## src/rtl/add_accum_ctrl.sv

```systemverilog
// Accumulation sequencer around an external combinational adder: takes NUM operands over
// valid/ready, folds each into the accumulator, then offers total, overflow and carry count.
module add_accum_ctrl #(
  parameter int unsigned WIDTH = 16,
  parameter int unsigned CNT_W = 4
) (
  input  logic             i_clk,
  input  logic             i_rst,
  input  logic             i_start,
  input  logic [CNT_W-1:0] i_num_ops,
  input  logic             i_in_valid,
  input  logic [WIDTH-1:0] i_in_data,
  output logic             o_in_ready,
  output logic [WIDTH-1:0] o_add_a,
  output logic [WIDTH-1:0] o_add_b,
  output logic             o_add_cin,
  input  logic [WIDTH-1:0] i_add_sum,
  input  logic             i_add_cout,
  output logic             o_out_valid,
  input  logic             i_out_ready,
  output logic [WIDTH-1:0] o_result,
  output logic             o_overflow,
  output logic [CNT_W-1:0] o_carry_cnt,
  output logic             o_busy
);

  typedef enum logic [1:0] {StIdle, StAccum, StDone} state_e;

  state_e             r_state, w_state_d;
  logic [WIDTH-1:0]   r_acc, w_acc_d;
  logic [CNT_W-1:0]   r_rem, w_rem_d;
  logic               r_ovf, w_ovf_d;
  logic [CNT_W-1:0]   r_ccnt, w_ccnt_d;

  always_ff @(posedge i_clk) begin
    if (i_rst) begin
      r_state <= StIdle;
      r_acc   <= '0;
      r_rem   <= '0;
      r_ovf   <= 1'b0;
      r_ccnt  <= '0;
    end else begin
      r_state <= w_state_d;
      r_acc   <= w_acc_d;
      r_rem   <= w_rem_d;
      r_ovf   <= w_ovf_d;
      r_ccnt  <= w_ccnt_d;
    end
  end

  always_comb begin
    w_state_d = r_state;
    w_acc_d   = r_acc;
    w_rem_d   = r_rem;
    w_ovf_d   = r_ovf;
    w_ccnt_d  = r_ccnt;
    unique case (r_state)
      StIdle: begin
        if (i_start) begin
          w_acc_d   = '0;
          w_ovf_d   = 1'b0;
          w_ccnt_d  = '0;
          w_rem_d   = i_num_ops;
          w_state_d = (i_num_ops == '0) ? StDone : StAccum;
        end
      end
      StAccum: begin
        if (i_in_valid) begin
          w_acc_d = i_add_sum;
          w_ovf_d = r_ovf | i_add_cout;
          // Carry count saturates rather than wrapping.
          if (i_add_cout && (r_ccnt != {CNT_W{1'b1}})) begin
            w_ccnt_d = r_ccnt + CNT_W'(1);
          end
          w_rem_d = r_rem - CNT_W'(1);
          if (r_rem == CNT_W'(1)) begin
            w_state_d = StDone;
          end
        end
      end
      StDone: begin
        if (i_out_ready) begin
          w_state_d = StIdle;
        end
      end
      default: w_state_d = StIdle;
    endcase
  end

  assign o_in_ready  = (r_state == StAccum);
  assign o_out_valid = (r_state == StDone);
  assign o_busy      = (r_state != StIdle);
  assign o_add_a     = r_acc;
  assign o_add_b     = i_in_data;
  assign o_add_cin   = 1'b0;
  assign o_result    = r_acc;
  assign o_overflow  = r_ovf;
  assign o_carry_cnt = r_ccnt;

endmodule

```

## config.mk

```make
export PLATFORM = sky130hd
export DESIGN_NAME = add_accum_ctrl
export DESIGN_NICKNAME = d
export VERILOG_FILES = /design/src/rtl/add_accum_ctrl.sv
export SDC_FILE = /design/constraint.sdc
export NUM_CORES = 1
export LEC_CHECK = 0
export CAP_MARGIN = 20
export CELL_PAD_IN_SITES_DETAIL_PLACEMENT = 0
export CELL_PAD_IN_SITES_GLOBAL_PLACEMENT = 1
export CORE_MARGIN = 4
export CORE_UTILIZATION = 25
export DETAILED_ROUTE_END_ITERATION = 10
export PLACE_DENSITY_LB_ADDON = 0.15
export SLEW_MARGIN = 40
export SYNTH_ARGS = -nofsm -noshare
export SYNTH_HDL_FRONTEND = slang
export SYNTH_SLANG_ARGS = --single-unit
```

## constraint.sdc

```tcl
create_clock -name i_clk -period 4.55 [get_ports i_clk]
set_input_delay 1.1375 -clock i_clk [delete_from_list [all_inputs] [get_ports i_clk]]
set_output_delay 1.1375 -clock i_clk [all_outputs]
set_load 0.01 [all_outputs]
```

Yosys cells after proc, flatten, opt, wreduce, memory -nomap -nowiden
Cells that the tools add are included.

storage, ports and cells
  register bits after elaboration = 27
  input port bits = 42
  output and inout port bits = 57
  word-level logic and storage cells = 44

cells by class
  $add $sub $neg = 2
  eq/ne operators = 9
  muxes and demuxes = 19
  bitwise logic cells = 1
  reductions and logical operators = 8

operator list
  kind                                                                     count
  16-bit two-way mux                                                       2
  16-bit case mux with 2 select lines                                      1
  4-bit two-way mux                                                        5
  4-bit case mux with 2 select lines                                       2
  2-bit two-way mux                                                        5
  4-bit AND reduction                                                      2
  2-bit by 1-bit inequality test with 1-bit output, second input constant  3
  2-bit case mux with 3 select lines                                       1
  4-bit by 1-bit adder with 4-bit output, second input constant            1
  4-bit by 1-bit == test with 1-bit output, second input constant          1
  4-bit zero test                                                          1
  2-bit inequality test, second input constant                             2
  4-bit inequality test, second input constant                             1
  2-bit nonzero test                                                       2
  4-bit by 1-bit subtractor with 4-bit output, second input constant       1
  3-bit AND reduction                                                      1
  2-bit by 1-bit == test with 1-bit output, second input constant          1
  2-bit == test, second input constant                                     1
  2-bit zero test                                                          1
  1-bit two-way mux                                                        2
  1-bit case mux with 2 select lines                                       1
  1-bit logical AND                                                        1
  1-bit bitwise OR                                                         1

Longest topological paths before layout
Gate-level depths: netlist (run 1).

  word-level depth = 5
  gate-level depth with buffers = 9
  gate-level depth less buffers = 5

Worst setup path after synthesis (run 1)
OpenSTA, ideal clock, no wires.

  kind = input to output
  start = input port i_in_data[0]
  end = output port o_add_b[0]
  data arrival time = 1.257 ns
  data required time = 3.413 ns
  path slack = 2.156 ns
  cell stages on the path = 1
  buffers on the path = 1
  path through = buf_4

RTL lines
  element             line  source
  start: declaration  12    input logic [WIDTH-1:0] i_in_data,
  end: declaration    15    output logic [WIDTH-1:0] o_add_b,

No word-level cell between the ends.

Worst setup path in the final report (run 1)
  start = register r_state[0]
  end = output port o_in_ready

on the way
  cells in the longest elaborated chain, start to end = 1

ends and longest elaborated chain
  element                                   line  source
  start: declaration                        29    state_e r_state, w_state_d;
  start signal: assignment                  37    r_state <= StIdle;
  start signal: assignment                  43    r_state <= w_state_d;
  2-bit by 1-bit == test with 1-bit output  90    assign o_in_ready = (r_state == StAccum);
  end: declaration                          13    output logic o_in_ready,

Every way passes these cells.

==> results by group, run 1 <==
Clock network
  – Htree depth: 1
  – CTS Buf Count: 3
  – Maximum clock path buffer count: 2
  – Clk slew on worst S/H paths: 0.09 ns
  – Clock latency on the worst-skew pair: 0.26 ns
  – CTS tree: done
  – Post_cts resized: 0
  – TritonCTS sink count: 27
  – CTS hold repair buffers: 0
  – Root buffer cell: clkbuf_8
  – Setup Fix Bufs, Post-CTS: 0

Critical path
  – Critical path launch point: r_state[0]$_SDFFE_PP0P_
  – CP Capture Type: output port
  – Critical R2R Launch: r_state[0]$_SDFFE_PP0P_
  – Setup CP Type: reg -> out
  – Worst path slowest cell: clkdlybuf4s50_1
  – Slowest stage delay, CP: 0.55 ns
  – Startpoint types: register
  – Cell family with most CP delay: buffers and inverters
  – Crit-path cells: nand2b_1 -> inv_1 -> clkdlybuf4s50_1
  – CP max FO: 9
  – Worst endpoint data arrival time: 1.75 ns
  – Worst path bufs/invs: 2
  – Required time worst endpoint: 3.41 ns

Pwr
  – Flop pwr share: 50.3%
  – Clock share of power: 25.2%
  – Final Total Pwr: 0.521 mW
  – Int Pwr: 0.379 mW
  – VDD IR-drop max: 0.106 mV
  – PwrDens: 278 mW/mm^2
  – Sw frac: 27.2%
  – Leak: 0.653 nW
  – Sw power: 0.142 mW
  – Comb pwr share: 24.5%

Synth
  – Netlist cell types: 35
  – Mapped Cells: 164
  – Yosys reg bits: 27
  – Mapped Area: 0.00139 sq mm
  – Ys Warns: 0
  – Avg Cell Area, Syn: 8.46 sq um
  – Part of the Yosys area used for sequential elements: 39.0%
  – Post-Syn Nets: 209

Place
  – Pre-CTS WS: 1.73 ns
  – Port bufs: 65
  – GPL Wtd Cong: 0.703
  – Cell area after placement: 0.00183 sq mm
  – Final HPWL DP: 2630 um

STA
  – Relative slew slack: 55.4%
  – Setup violations, final: 0
  – Minimum clock period: 2.88 ns
  – Worst slew pin tran: 0.670 ns
  – Final worst slack: 1.67 ns
  – RSZ-0062 raised after global routing: no
  – TNS Setup: 0 ns
  – Period utilisation layout: 63.4%
  – Clock skew: 0.00186 ns
  – Fmax: 347 MHz
  – Final hold vios: 0
  – Max-slew violation count: 0

Floorplan
  – Ports: 99
  – Die ar.: 0.00681 sq mm
  – Row Count: 26
  – Die H: 82.5 um
  – Core Area: 0.00524 sq mm
  – Die Wd: 82.5 um
  – Initial Util: 26.5%

Layout
  – Number of nets in the layout: 237
  – P&R area growth vs syn: 35.2%
  – Layout cells sized above 1: 2.62%
  – Final Instance Area: 0.00188 sq mm
  – Number of antenna diodes: 0
  – Finished Core Util: 35.8%

Detailed routing
  – Drt pass-1 iters: 5
  – WL/cell: 13.5 um
  – Vias: 1152
  – # DRC: 0
  – Final ANT Viol Nets: 0
  – Starting DRT DRC Count: 92
  – DR vias/cell: 4.41
  – Final wirelength: 3510 um

Min path
  – Worst Hold Class: reg -> reg
  – Hold Startpoint: r_rem[1]$_SDFFE_PP0P_

Global routing
  – Vias in the first global route: 1222
  – Initial antenna violation count: 0
  – First-pass GRT wire length: 5750 um
  – Global route overflow: 0
  – Pin count of the biggest net entering global routing: 28
  – GRT Overall Usage: 10.8%

Run
  – Max_cap viols: 0

Status
  – Status: finished clean
metrics by stage:
| step | std cells | hold WS, ns |
|---|---|---|
| 2_1_floorplan | 164 | 0.445 |
| 3_3_place_gp | 257 | 0.460 |
| 3_5_place_dp | 257 | 0.470 |
| 4_1_cts | 261 | 0.483 |
| 5_1_grt | 261 | 0.516 |
| 6_report | 261 | 0.481 |
layout by cell type, fill, tap and decap left out, types with 2 or more instances in the layout:
cell / Yosys / routed
ha_1: 3 / 3
a21oi_1: 8 / 8
nand2_1: 4 / 4
nor3_1: 2 / 2
nor4_1: 2 / 2
clkdlybuf4s50_1: 0 / 64
inv_1: 6 / 6
nand3_1: 2 / 2
clkbuf_8: 0 / 3
dfxtp_1: 27 / 27
nand2b_1: 3 / 3
a31oi_1: 2 / 2
nor2_1: 22 / 22
and2_1: 2 / 2
nor2b_1: 2 / 2
a22oi_1: 16 / 16
o21ai_0: 5 / 5
cell type report:
type | count | area (sq um)
Tap cell | 70 | 87.6
Inverter | 6 | 22.5
Multi-Input combinational cell | 89 | 534
Fill cell | 560 | 3360
Clock buffer | 4 | 45.0
Sequential cell | 27 | 541
Timing Repair Buffer | 65 | 646
sequential cells by signal (all words and copies together), names as in the netlist:
name and cells:
o_add_a 16, o_carry_cnt 4, r_rem 4, r_state 2
o_overflow 1
tightest hold or removal path, stage by stage (launching register included):
cell and delay, ns:
dfxtp_1 0.33, nand2_1 0.06, a21oi_1 0.05
final timing paths:
kind	cells after the start	end	slack, ns
worst max-delay path	3	o_in_ready	1.67
worst min-delay path	2	r_rem[1]$_SDFFE_PP0P_	0.48
worst max register to register	5	o_carry_cnt[2]$_SDFFE_PP0P_	2.53
worst min register to register	2	r_rem[1]$_SDFFE_PP0P_	0.48
power groups by stage:
stage / Sequential, mW / Combinational, mW / Clock [mW]
after floorplan: 0.266 / 0.0890 / 0
after global placement: 0.268 / 0.130 / 0
after detailed placement: 0.268 / 0.129 / 0
after CTS: 0.263 / 0.130 / 0.138
after global routing: 0.265 / 0.142 / 0.150
final: 0.262 / 0.128 / 0.131
synth_stat cells (all sizes together):
cell type  number  area [sq um]
ha              3          37.5
a311oi          1          8.76
nor3b           1          7.51
o32ai           1          8.76
nand2b          3          18.8
or2             1          8.76
and2            2          12.5
nand2           4          15.0
a22oi          16           120
a31oi           2          12.5
nand4b          1          8.76
o211ai          1          7.51
a211oi          1          7.51
nor2           22          82.6
o221ai          1          8.76
nor4            2          12.5
xor2            1          8.76
conb            1          3.75
or4             1          7.51
a21boi          2          15.0
nor2b           2          12.5
clkbuf          3          11.3
a21oi           8          40.0
dfxtp          27           541
mux2i           1          10.0
inv             6          22.5
buf            39           279
nor3            2          10.0
o21ai           5          25.0
o22ai           1          6.26
nand3           2          10.0
o31ai           1          7.51
routing by layer:
metal  GRT usage (%)  share of wire [%]
met1            14.6                 47
met2            16.0                 44
met3            3.58                9.1
met4            3.59               0.54
met5               0                  0
cell families (layout without fill, tap and decap cells):
group | after synthesis | after routing | synth area share [%]
AND/OR/NAND/NOR | 43 | 43 | 14.9
buffers and inverters | 48 | 75 | 22.5
XOR/XNOR | 1 | 1 | 0.631
flip-flops | 27 | 27 | 39.0
other | 1 | 1 | 0.270
adder cells (fa/ha/maj) | 3 | 3 | 2.71
AO/OA/AOI/OAI | 40 | 40 | 19.3
multiplexers | 1 | 1 | 0.721
(Power assumes the default switching activity.)
==> run 2, diff against run 1 <==
CORE_UTILIZATION = 23   (was 25)
clock period = 2.8 ns   (was 4.55 ns; I/O delays follow)
==> run 2 against run 1 <==
Design area is 1.4% higher. Die area grew 7.8%. Sequential power rose by 63%. Critical path depth stayed put. Worst hold slack worse by 0.0065 ns. Register-to-register slack lost 1.5 ns. Non-clock buffer count rose by 2. Sequential share of layout area fell by 0.40 points. Flip-flop and latch count unchanged. Clock skew is 0.0012 ns higher. Via count rose by 2.7%. Clock power grew 73%. Largest power group unchanged. Highest routed layer unchanged.
==> results by group, run 2 (synthesized netlist as in run 1, its figures left out) <==
STA
  – Setup violations, final: 0 (unchanged)
  – RSZ-0062 raised after global routing: no
  – Period utilisation layout: 88.1%
  – Final hold vios: 0 (unchanged)
  – Max-slew violation count: 0 (unchanged)
  – TNS Setup: 0 ns (unchanged)
  – Fmax: 405 MHz
  – Minimum clock period: 2.47 ns
  – Clock skew: 0.00304 ns (+0.00118 ns)

Layout
  – Number of antenna diodes: 0 (unchanged)
  – Final Instance Area: 0.00190 sq mm (+1.4%)
  – Sequential Area: 541 sq um (unchanged)
  – Cell Count, Final, Fillers Out: 268 (+2.7%)
  – P&R area growth vs syn: 37.1%
  – # fillers: 621 (+11%)
  – Leading cell type in the layout, fill and taps excluded: clkdlybuf4s50_1
  – Area occupied by multi-input gates: 534 sq um (unchanged)
  – Layout cells sized above 1: 3.11% (+0.49 points)
  – Largest register FFs: 16 (unchanged)
  – Number of nets in the layout: 239 (+0.84%)
  – Most frequent cells in the layout: clkdlybuf4s50_1, dfxtp_1, nor2_1
  – Finished Core Util: 32.3% (-3.5 points)

Global routing
  – Initial antenna violation count: 0 (unchanged)
  – Vias in the first global route: 1262 (+3.3%)
  – Global route overflow: 0 (unchanged)
  – GRT Overall Usage: 10.1% (-0.70 points)
  – Pin count of the biggest net entering global routing: 23 (-18%)
  – First-pass GRT wire length: 5980 um (+4.0%)

Floorplan
  – Die Wd: 85.7 um (+3.8%)
  – Initial Util: 23.6% (-2.9 points)
  – Die ar.: 0.00734 sq mm (+7.8%)
  – Core Area: 0.00589 sq mm (+12%)
  – Row Count: 28 (+7.7%)
  – Ports: 99 (unchanged)
  – Die H: 85.7 um (+3.8%)

Pwr
  – Final Total Pwr: 0.863 mW (+66%)
  – Comb pwr share: 24.5% (about the same)
  – Flop pwr share: 49.4% (-0.9 points)
  – Int Pwr: 0.620 mW (+63%)
  – VDD IR-drop max: 0.175 mV (+65%)
  – Sw frac: 28.2% (+0.98 points)
  – Sw power: 0.244 mW (+72%)
  – Leak: 0.663 nW (+1.5%)
  – Clock share of power: 26.1% (+0.9 points)
  – PwrDens: 454 mW/mm^2 (+63%)

Clock network
  – Clock latency on the worst-skew pair: 0.27 ns (about the same)
  – Post_cts resized: 0 (unchanged)
  – CTS hold repair buffers: 0 (unchanged)
  – Htree depth: 1 (unchanged)
  – CTS tree: done
  – Clk slew on worst S/H paths: 0.10 ns (about the same)
  – Root buffer cell: clkbuf_8
  – Maximum clock path buffer count: 2 (unchanged)
  – TritonCTS sink count: 27 (unchanged)
  – CTS Buf Count: 3 (unchanged)
  – Setup Fix Bufs, Post-CTS: 0 (unchanged)

Critical path
  – Startpoint types: register
  – Required time worst endpoint: 2.10 ns (-1.31 ns)
  – Critical path launch point: r_state[0]$_SDFFE_PP0P_
  – Setup CP Type: reg -> out
  – CP Capture Type: output port
  – Worst endpoint data arrival time: 1.77 ns (+0.02 ns)
  – CP max FO: 9 (unchanged)
  – Critical R2R Launch: r_state[0]$_SDFFE_PP0P_

Place
  – GPL Wtd Cong: 0.724 (+3.0%)
  – Port bufs: 65 (unchanged)
  – Inst Count DP: 264 (+2.7%)
  – Cell area after placement: 0.00186 sq mm (+1.4%)
  – Final HPWL DP: 2690 um (+2.0%)

Status
  – Status: finished clean

Detailed routing
  – # DRC: 0 (unchanged)
  – Final wirelength: 3580 um (+1.9%)
  – DR vias/cell: 4.41 (about the same)
  – Final ANT Viol Nets: 0 (unchanged)
  – WL/cell: 13.4 um (-0.73%)
  – Drt pass-1 iters: 4 (-1)
  – Starting DRT DRC Count: 40 (-57%)
  – Vias: 1183 (+2.7%)

Min path
  – Worst Hold Class: reg -> reg
  – Hold Startpoint: r_rem[1]$_SDFFE_PP0P_

Run
  – Max_cap viols: 0 (unchanged)
-- run 2: path summary, 6_finish.rpt --
check                                                    to  slack (ns)  depth (start not counted)
worst max-delay path                             o_in_ready        0.33                          3
worst min-delay path                  r_rem[1]$_SDFFE_PP0P_        0.47                          2
worst max register to register  o_carry_cnt[2]$_SDFFE_PP0P_        1.05                          6
worst min register to register        r_rem[1]$_SDFFE_PP0P_        0.47                          2
-- run 2: metal layers --
layer | vias to the layer above | track usage, % | share of wire (%) | wire [um]
met5 | - | 0 | 0 | 0
met4 | 0 | 3.60 | 0.81 | 29
met3 | 4 | 3.36 | 8.6 | 309
met2 | 50 | 15.6 | 45 | 1610
met1 | 544 | 13.1 | 46 | 1640
li1 | 585 | - | - | -
-- run 2: power by group through the flow --
stage                     Combinational (mW)  Sequential [mW]  Clock [mW]
after global routing                   0.235            0.431       0.252
after floorplan                        0.145            0.433           0
final                                  0.212            0.426       0.226
after detailed placement               0.215            0.435           0
after global placement                 0.216            0.435           0
after CTS                              0.216            0.427       0.238
-- run 2: layout make-up --
type	instances	area share (%)
tap	75	4.93
sequential	27	28.4
multi-input combinational	89	28.1
clock buffer	4	2.37
inverter	6	1.18
timing repair buffer	67	35.0
-- run 2: metrics by stage --
| stage | hold slack (ns) | setup WS, ns |
|---|---|---|
| after detailed placement | 0.469 | 0.377 |
| after global routing | 0.495 | 0.215 |
| final | 0.474 | 0.332 |
| after CTS | 0.483 | 0.314 |
| after global placement | 0.462 | 0.397 |
| after floorplan | 0.445 | 1.12 |
-- run 2: critical path, stage by stage, from the launching register on --
cell	delay, ns
dfxtp_1	0.52
nand2b_1	0.23
inv_1	0.18
clkdlybuf4s50_1	0.56
